File: src/rtl/pulse_meter_pkg.sv
// Shared FSM state type and default parameters for the pulse period meter.
package pulse_meter_pkg;

    typedef enum logic [1:0] {
        IDLE,
        ARMED,
        RUN
    } chan_state_t;

    localparam int unsigned DEF_CHANNELS = 2;
    localparam int unsigned DEF_CNT_W    = 25;
    localparam int unsigned DEF_OUT_W    = 4;
    localparam int unsigned DEF_AVG_LOG2 = 2;

endpackage

File: src/rtl/pulse_chan.sv
// One pulse-interval channel: input stage, FSM, saturating counter, filter and publish register.
// Define PULSE_SYNC_EN to place a two-flop synchroniser ahead of the edge register.
module pulse_chan
    import pulse_meter_pkg::*;
#(
    parameter int unsigned CNT_W       = DEF_CNT_W,
    parameter int unsigned OUT_W       = DEF_OUT_W,
    parameter int unsigned AVG_LOG2    = DEF_AVG_LOG2,
    parameter int unsigned TIMEOUT_CYC = (1 << CNT_W) - 1
) (
    input  logic             clk,
    input  logic             reset,
    input  logic             i_tick,
    input  logic             i_pulse,
    output logic             o_edge_stb,
    output logic [OUT_W-1:0] o_period,
    output logic             o_valid,
    output logic             o_lost
);

    localparam logic [CNT_W-1:0] CNT_MAX = '1;
    localparam logic [31:0]      TO_LAST = 32'(TIMEOUT_CYC - 1);

    logic r_s;
    logic r_s_d;

`ifdef PULSE_SYNC_EN
    logic r_meta;

    always_ff @(posedge clk or posedge reset) begin
        if (reset) begin
            r_meta <= 1'b0;
            r_s    <= 1'b0;
            r_s_d  <= 1'b0;
        end else begin
            r_meta <= i_pulse;
            r_s    <= r_meta;
            r_s_d  <= r_s;
        end
    end
`else
    always_ff @(posedge clk or posedge reset) begin
        if (reset) begin
            r_s   <= 1'b0;
            r_s_d <= 1'b0;
        end else begin
            r_s   <= i_pulse;
            r_s_d <= r_s;
        end
    end
`endif

    logic w_edge;
    assign w_edge     = r_s & ~r_s_d;
    assign o_edge_stb = w_edge;

    chan_state_t      r_state, w_state_nxt;
    logic [CNT_W-1:0] r_cnt, w_cnt_nxt;
    logic [CNT_W-1:0] r_avg, w_avg_nxt;
    logic             r_lost, w_lost_nxt;

    logic [CNT_W-1:0]        w_period;
    logic signed [CNT_W:0]   w_diff;
    logic signed [CNT_W:0]   w_step;
    logic [CNT_W-1:0]        w_avg_filt;
    logic                    w_cnt_at_to;

    // Period is the cycle distance between edges; the counter holds one less.
    assign w_period    = (r_cnt == CNT_MAX) ? CNT_MAX : r_cnt + CNT_W'(1);
    assign w_diff      = $signed({1'b0, w_period}) - $signed({1'b0, r_avg});
    assign w_step      = w_diff >>> AVG_LOG2;
    assign w_avg_filt  = CNT_W'({1'b0, r_avg} + $unsigned(w_step));
    assign w_cnt_at_to = (32'(r_cnt) == TO_LAST);

    always_ff @(posedge clk or posedge reset) begin
        if (reset) begin
            r_state <= IDLE;
            r_cnt   <= '0;
            r_avg   <= '0;
            r_lost  <= 1'b0;
        end else begin
            r_state <= w_state_nxt;
            r_cnt   <= w_cnt_nxt;
            r_avg   <= w_avg_nxt;
            r_lost  <= w_lost_nxt;
        end
    end

    // An edge takes priority over a coincident timeout.
    always_comb begin
        w_state_nxt = r_state;
        w_cnt_nxt   = r_cnt;
        w_avg_nxt   = r_avg;
        w_lost_nxt  = r_lost;
        if (w_edge) begin
            w_cnt_nxt  = '0;
            w_lost_nxt = 1'b0;
            case (r_state)
                IDLE:    w_state_nxt = ARMED;
                ARMED: begin
                    w_state_nxt = RUN;
                    w_avg_nxt   = w_period;
                end
                default: w_avg_nxt = w_avg_filt;
            endcase
        end else if (r_state != IDLE) begin
            if (w_cnt_at_to) begin
                w_state_nxt = IDLE;
                w_cnt_nxt   = '0;
                w_avg_nxt   = '0;
                w_lost_nxt  = 1'b1;
            end else if (r_cnt != CNT_MAX) begin
                w_cnt_nxt = r_cnt + CNT_W'(1);
            end
        end
    end

    logic [OUT_W-1:0] r_pout;
    logic             r_valid;

    always_ff @(posedge clk or posedge reset) begin
        if (reset) begin
            r_pout  <= '0;
            r_valid <= 1'b0;
        end else if (i_tick) begin
            r_pout  <= r_avg[CNT_W-1 -: OUT_W];
            r_valid <= (r_state == RUN);
        end
    end

    assign o_period = r_pout;
    assign o_valid  = r_valid;
    assign o_lost   = r_lost;

endmodule

File: src/rtl/pulse_period_meter.sv
// Multi-channel pulse-interval meter: one pulse_chan per input, outputs packed per channel.
// Define PULSE_SYNC_EN for asynchronous pulse inputs (adds a two-flop synchroniser per channel).
module pulse_period_meter
    import pulse_meter_pkg::*;
#(
    parameter int unsigned CHANNELS    = DEF_CHANNELS,
    parameter int unsigned CNT_W       = DEF_CNT_W,
    parameter int unsigned OUT_W       = DEF_OUT_W,
    parameter int unsigned AVG_LOG2    = DEF_AVG_LOG2,
    parameter int unsigned TIMEOUT_CYC = (1 << CNT_W) - 1
) (
    input  logic                      clk,
    input  logic                      reset,
    input  logic                      tick,
    input  logic [CHANNELS-1:0]       pulse_in,
    output logic [CHANNELS-1:0]       edge_stb,
    output logic [CHANNELS*OUT_W-1:0] period_out,
    output logic [CHANNELS-1:0]       valid,
    output logic [CHANNELS-1:0]       lost
);

    for (genvar n = 0; n < CHANNELS; n++) begin : g_chan
        pulse_chan #(
            .CNT_W       (CNT_W),
            .OUT_W       (OUT_W),
            .AVG_LOG2    (AVG_LOG2),
            .TIMEOUT_CYC (TIMEOUT_CYC)
        ) u_chan (
            .clk        (clk),
            .reset      (reset),
            .i_tick     (tick),
            .i_pulse    (pulse_in[n]),
            .o_edge_stb (edge_stb[n]),
            .o_period   (period_out[n*OUT_W +: OUT_W]),
            .o_valid    (valid[n]),
            .o_lost     (lost[n])
        );
    end

endmodule

File: config.mk
export PLATFORM = sky130hd
export DESIGN_NAME = pulse_period_meter
export DESIGN_NICKNAME = d
export VERILOG_FILES = /design/src/rtl/pulse_meter_pkg.sv /design/src/rtl/pulse_chan.sv /design/src/rtl/pulse_period_meter.sv
export SDC_FILE = /design/constraint.sdc
export NUM_CORES = 1
export LEC_CHECK = 0
export CORE_ASPECT_RATIO = 0.7
export CORE_UTILIZATION = 60
export CTS_CLUSTER_DIAMETER = 30
export DETAILED_ROUTE_END_ITERATION = 8
export PLACE_DENSITY_LB_ADDON = 0.08
export SYNTH_ARGS = -nofsm -noshare
export SYNTH_HDL_FRONTEND = slang
export SYNTH_SLANG_ARGS = --single-unit
File: constraint.sdc
create_clock -name clk -period 6.45 [get_ports clk]
set_input_delay 1.6125 -clock clk [delete_from_list [all_inputs] [get_ports clk]]
set_output_delay 1.6125 -clock clk [all_outputs]
set_load 0.02 [all_outputs]
# Yosys cells after proc, flatten, opt, wreduce, memory -nomap -nowiden

Cells that the tools add are included.

Shifts and indexed selects: 0
$add $sub $neg: 6
Mux-type cells: 32
Bitwise gates (word level): 4
Magnitude comparators: 0
Divide/modulo/power cells: 0
Reduce and logical (&&, ||, !) cells: 18
$mul: 0
Equal/unequal tests: 14

Operators with widths:

| cell                                                                  | number |
|---|---|
| 25-bit two-way mux                                                    | 16 |
| 25-bit equality test, second input constant                           | 4 |
| 25-bit one-hot mux with 2 select lines                                | 2 |
| 25-bit by 25-bit subtractor with 26-bit output                        | 2 |
| 25-bit by 1-bit adder with 25-bit output, second input constant       | 2 |
| 25-bit adder                                                          | 2 |
| 25-bit != test, second input constant                                 | 2 |
| 2-bit two-way mux                                                     | 6 |
| 3-bit AND reduction                                                   | 4 |
| 2-bit nonzero test                                                    | 6 |
| 2-bit one-hot mux with 2 select lines                                 | 2 |
| 2-bit AND reduction                                                   | 4 |
| 1-bit two-way mux                                                     | 6 |
| 3-bit != test, second input constant                                  | 2 |
| 3-bit nonzero test                                                    | 2 |
| 2-bit by 1-bit equality test with 1-bit output, second input constant | 2 |
| 2-bit equality test, second input constant                            | 2 |
| 2-bit zero test                                                       | 2 |
| 2-bit != test, second input constant                                  | 2 |
| 1-bit bitwise AND                                                     | 2 |
| 1-bit inverter                                                        | 2 |

Register bits after elaboration: 120
Bits of input ports: 5
Output and inout port bits: 14
Bits in read-only memories: 0
Memories kept: 0
Latch bits: 0
Word-level logic and storage cells: 90
Bits in writable memories: 0

# Logic depth before layout (Yosys ltp)

Depth in word-level cells: 6
Depth in mapped cells: 28

# Modules after synthesis

Synthesis repeated with hierarchy kept, for this count alone.

Cell total of the unflattened synthesis: 1387
Area, all modules: 11120.7 um^2

Modules (own cells, without submodules):

| module                         | area each (um^2) | times used | sequential area each (um^2) | cells each |
|---|---|---|---|---|
| pulse_chan at g_chan[1].u_chan | 5637.9           | 1          | 1501.4                      | 735 |
| pulse_chan at g_chan[0].u_chan | 5482.8           | 1          | 1501.4                      | 652 |

# Least setup slack after synthesis

No wires, ideal clock.

Kind: reg2reg
Start point: reg g_chan[1].u_chan.r_cnt[0]
End point: reg g_chan[1].u_chan.r_avg[21]
Period minus slack after synthesis: 5.581 ns
Stages on the path, launching flop included: 27
Arrival: 5.517 ns
Path slack: 0.869 ns
Buffers on the path: 1
Cell sequence: dfrtp_1 ha_1 nand3_1 nor3_2 nand3_1 clkbuf_1 nand2_1 ha_1 nand2_1 or3_1 o21ai_0 a21o_1 and2_1 o21a_1 nor2_1 xnor2_1 ha_1 nand3_1 or4_1 and4_1 a2111oi_4 o41a_1 a21oi_1 nor2b_1 xor2_1 a221oi_1 a21o_1

Longest elaborated chain between the ends: 6
Elaborated cells between the ends (all ways): 10
Those cells by class: add/sub (3); eq/ne (2); mux (3); reduce/logical (2)

RTL lines:

| item                                                                             | RTL line         | RTL |
|---|---|---|
| start: declaration                                                               | pulse_chan.sv:58 | `logic [CNT_W-1:0] r_cnt, w_cnt_nxt;` |
| start signal: assignment                                                         | pulse_chan.sv:83 | `r_cnt <= w_cnt_nxt;` |
| 25-bit by 1-bit adder with 25-bit output or 25-bit equality test (tied branches) | pulse_chan.sv:69 | `assign w_period = (r_cnt == CNT_MAX) ? CNT_MAX : r_cnt + CNT_W'(1);` |
| 25-bit two-way mux                                                               | pulse_chan.sv:69 |  |
| 25-bit by 25-bit subtractor with 26-bit output                                   | pulse_chan.sv:70 | `assign w_diff = $signed({1'b0, w_period}) - $signed({1'b0, r_avg});` |
| 25-bit adder                                                                     | pulse_chan.sv:72 | `assign w_avg_filt = CNT_W'({1'b0, r_avg} + $unsigned(w_step));` |
| 25-bit one-hot mux with 2 select lines                                           | pulse_chan.sv:98 | `case (r_state)` |
| 25-bit two-way mux                                                               | pulse_chan.sv:95 | `if (w_edge) begin` |
| end signal: assignment                                                           | pulse_chan.sv:84 | `r_avg <= w_avg_nxt;` |
| end: declaration                                                                 | pulse_chan.sv:59 | `logic [CNT_W-1:0] r_avg, w_avg_nxt;` |

Several ways; a longest one is shown, not always the timed one.
A chain may end at the register's enable or synchronous reset.

# Final worst setup path

Start point: reg g_chan[0].u_chan.r_cnt[0]
End point: reg g_chan[0].u_chan.r_avg[21]

Longest elaborated chain between the ends: 6
Elaborated cells between the ends (all ways): 10
Those cells by class: add/sub (3); eq/ne (2); mux (3); reduce/logical (2)

RTL lines:

| item                                                                             | RTL line |
|---|---|
| start: declaration                                                               | pulse_chan.sv:58 |
| start signal: assignment                                                         | pulse_chan.sv:83 |
| 25-bit by 1-bit adder with 25-bit output or 25-bit equality test (tied branches) | pulse_chan.sv:69 |
| 25-bit two-way mux                                                               | pulse_chan.sv:69 |
| 25-bit by 25-bit subtractor with 26-bit output                                   | pulse_chan.sv:70 |
| 25-bit adder                                                                     | pulse_chan.sv:72 |
| 25-bit one-hot mux with 2 select lines                                           | pulse_chan.sv:98 |
| 25-bit two-way mux                                                               | pulse_chan.sv:95 |
| end signal: assignment                                                           | pulse_chan.sv:84 |
| end: declaration                                                                 | pulse_chan.sv:59 |

Several ways; a longest one is shown, not always the timed one.

==> metrics <==
startpoint types register; top cell type's share of synthesized area 27.9%; clk buf depth 2; DP Cell Count around 1,600; P per Cell Area 573 nW/um^2; hpwl dp between 20 and 25 mm; Distinct cells, synth 76; Worst Path Required ~6.8 ns; first-pass GRT wire length roughly 47 mm; antenna-violating nets left 0; critical path's largest stage delay ~0.5 ns; min Tclk post-route between 6 and 7 ns; Synth Register Bits 120; Post-Layout Cell Count 1,618; vias per inst 6.19; worst rel slew slack ~22%; largest net degree at the start of global routing between 40 and 50; placed cell area about 11,000 sq um; PortBufs 18; die footprint about 18,000 sq um; top post-synthesis cells by area dfrtp_1 (28%), ha_1 (12%), nand2_1 (6.5%); Worst Path Arrival 6.36 ns; RSZ-0062 raised after global routing no; internal power 3.54 mW; Sw Ratio a little under half; Post-Syn Area 10,800 sq um; fillers about 1,500; Setup Viol. Count Final 0; reg2reg setup slack 0.44 ns; Crit Path Category reg -> reg; All-Layer GR Usage about a third; clock power share between 10 and 15%; H-tree level count 4; EDFF count, synth 0; Flop pwr share between 10% and 20%; CP max-delay cell or4b_1; syn_area_per_cell 7.87 sq um; Sw Pwr roughly 3.2 mW; Die Y roughly 110 um; count of clock tree sinks 120; part of the Yosys area used for sequential elements 27.9%; DR pass1 iterations 6; nets 1,481; # hold bufs at CTS 0; residual DRC count 0; starting density of the core approximately 62%; top cells by count, synth nand2_1 (187), o21ai_0 (139), dfrtp_1 (120); # IOs 19; syn_nets between 1,000 and 1,500; Placeable Area 17,400 sq um; clock skew about 0.013 ns; Post-Synthesis Cells 1,367; Skew-Pair Late Insertion Delay approximately 0.43 ns; Chip Width about 160 um; ys flop type dfrtp_1; Lkg Pwr 5.64 nW; area delta synth->final 9.48%; share of cells above drive strength 1 just under 7%; area leader, netlist dfrtp_1; fin. max-slew vios 0; initial antenna violation count 0; CTS tree yes; Clock transition at path regs roughly 0.050 ns; VDD IR-drop max between 0.4 and 0.5 mV; final WL approximately 28 mm; max_cap viols 0; leading cell type by number of instances after synthesis nand2_1; total CTS buffers 17; Root Driver clkbuf_16; Finished Cell Area roughly 12,000 sq um; Hold Crit Class reg -> reg; Inserted Diodes 0; gpl congestion ~0.95; worst slew pin tran ~1.2 ns; outcome complete, no violations; Buf+Inv Stages, Crit Path 0; sequential cell area roughly 3000 sq um; # rows 40; Crit. End Element register; Hold Slack between 0.3 and 0.4 ns; CP delay by family, top simple AND/OR/NAND/NOR gates; Hold Violations, Final 0; detailed-route via count approximately 10,000; Synth Warn # 0; multi-input logic area 7280 sq um; asr flop ratio synth 100%; setup TNS 0 ns; crit-path max FO 10; logic gate share of total power 69.4%; DR iter-0 viols 927; FMAX between 0.15 and 0.2 GHz; vias in the first global route 9,147; Final period util just over 90%; GR Overflow Total 0; wire per inst 17.4 um; Pwr Total 6.75 mW
## timing repair
item / CTS / global route
setup endpoints to repair: 0 / 12
setup buffers: 0 / 2
gates resized for setup: 0 / 14
## routing by layer
metal  share of wire [%]  GRT usage [%]
met1                  50           49.5
met2                  41           44.6
met3                 8.1           6.63
met4                 1.1           7.23
met5                   0              0
## cell families after synthesis
logic type	count (synthesis)	share of synthesized area, %
AOI/OAI and AO/OA	406	23.9
and+or+nand+nor	486	21.3
muxes	12	1.22
buffers and inverters	135	5.01
adders and majority gates	102	12.0
DFF	120	27.9
xor gates and xnor gates	106	8.70
## power groups by stage
stage	Clock [mW]	Sequential [mW]	Combinational (mW)
floorplan	0	1.10	3.66
global placement	0	1.14	4.42
detailed placement	0	1.14	4.50
CTS	0.938	1.13	4.56
global route	0.970	1.16	5.21
finish	0.929	1.14	4.68
## flip-flops by register name, summed over array words and instances, names as in the netlist
name                    cells
g_chan.u_chan.o_period      8
g_chan.u_chan.r_cnt        50
g_chan.u_chan.r_avg        50
g_chan.u_chan.o_lost        2
g_chan.u_chan.r_s           2
g_chan.u_chan.r_state       4
g_chan.u_chan.o_valid       2
g_chan.u_chan.r_s_d         2
## final timing paths
path	start	endpoint	cells after the start
setup / recovery	g_chan[0].u_chan.r_cnt[0]$_DFFE_PP0P_	g_chan[0].u_chan.r_avg[21]$_DFFE_PP0P_	25
hold / removal	g_chan[0].u_chan.r_s$_DFF_PP0_	g_chan[0].u_chan.r_s_d$_DFF_PP0_	0
setup reg to reg	g_chan[0].u_chan.r_cnt[0]$_DFFE_PP0P_	g_chan[0].u_chan.r_avg[21]$_DFFE_PP0P_	25
hold reg to reg	g_chan[0].u_chan.r_s$_DFF_PP0_	g_chan[0].u_chan.r_s_d$_DFF_PP0_	0
max in group asynchronous	reset	g_chan[1].u_chan.r_cnt[21]$_DFFE_PP0P_	3
min in group asynchronous	reset	g_chan[1].u_chan.r_s_d$_DFF_PP0_	2
## through the flow
step,setup WS [ns],utilization (%)
2_1_floorplan,0.869,-
3_3_place_gp,0.345,64.2
3_5_place_dp,0.112,64.2
4_1_cts,0.0307,67.4
5_1_grt,0.00894,67.8
6_report,0.443,67.8
## cells in the final DEF (no fill, tap or decap), types with 22 or more instances in the layout
cell and n:
nand2_1 186, o21ai_0 136, dfrtp_1 118, nor2_1 117, a21oi_1 100, ha_1 99, inv_1 84, xnor2_1 60
xor2_1 45, nand3_1 41, a21o_1 39, o31ai_1 23, and3_1 22
## cell type report
cell class,instances,area share (%)
Multi-Input combinational cell,1112,61.8
Sequential cell,120,25.5
Clock buffer,23,3.89
Inverter,86,2.76
Timing Repair Buffer,37,2.74
Tap cell,231,2.45
Clock inverter,9,0.850
Power figures use the tool's default switching activity.
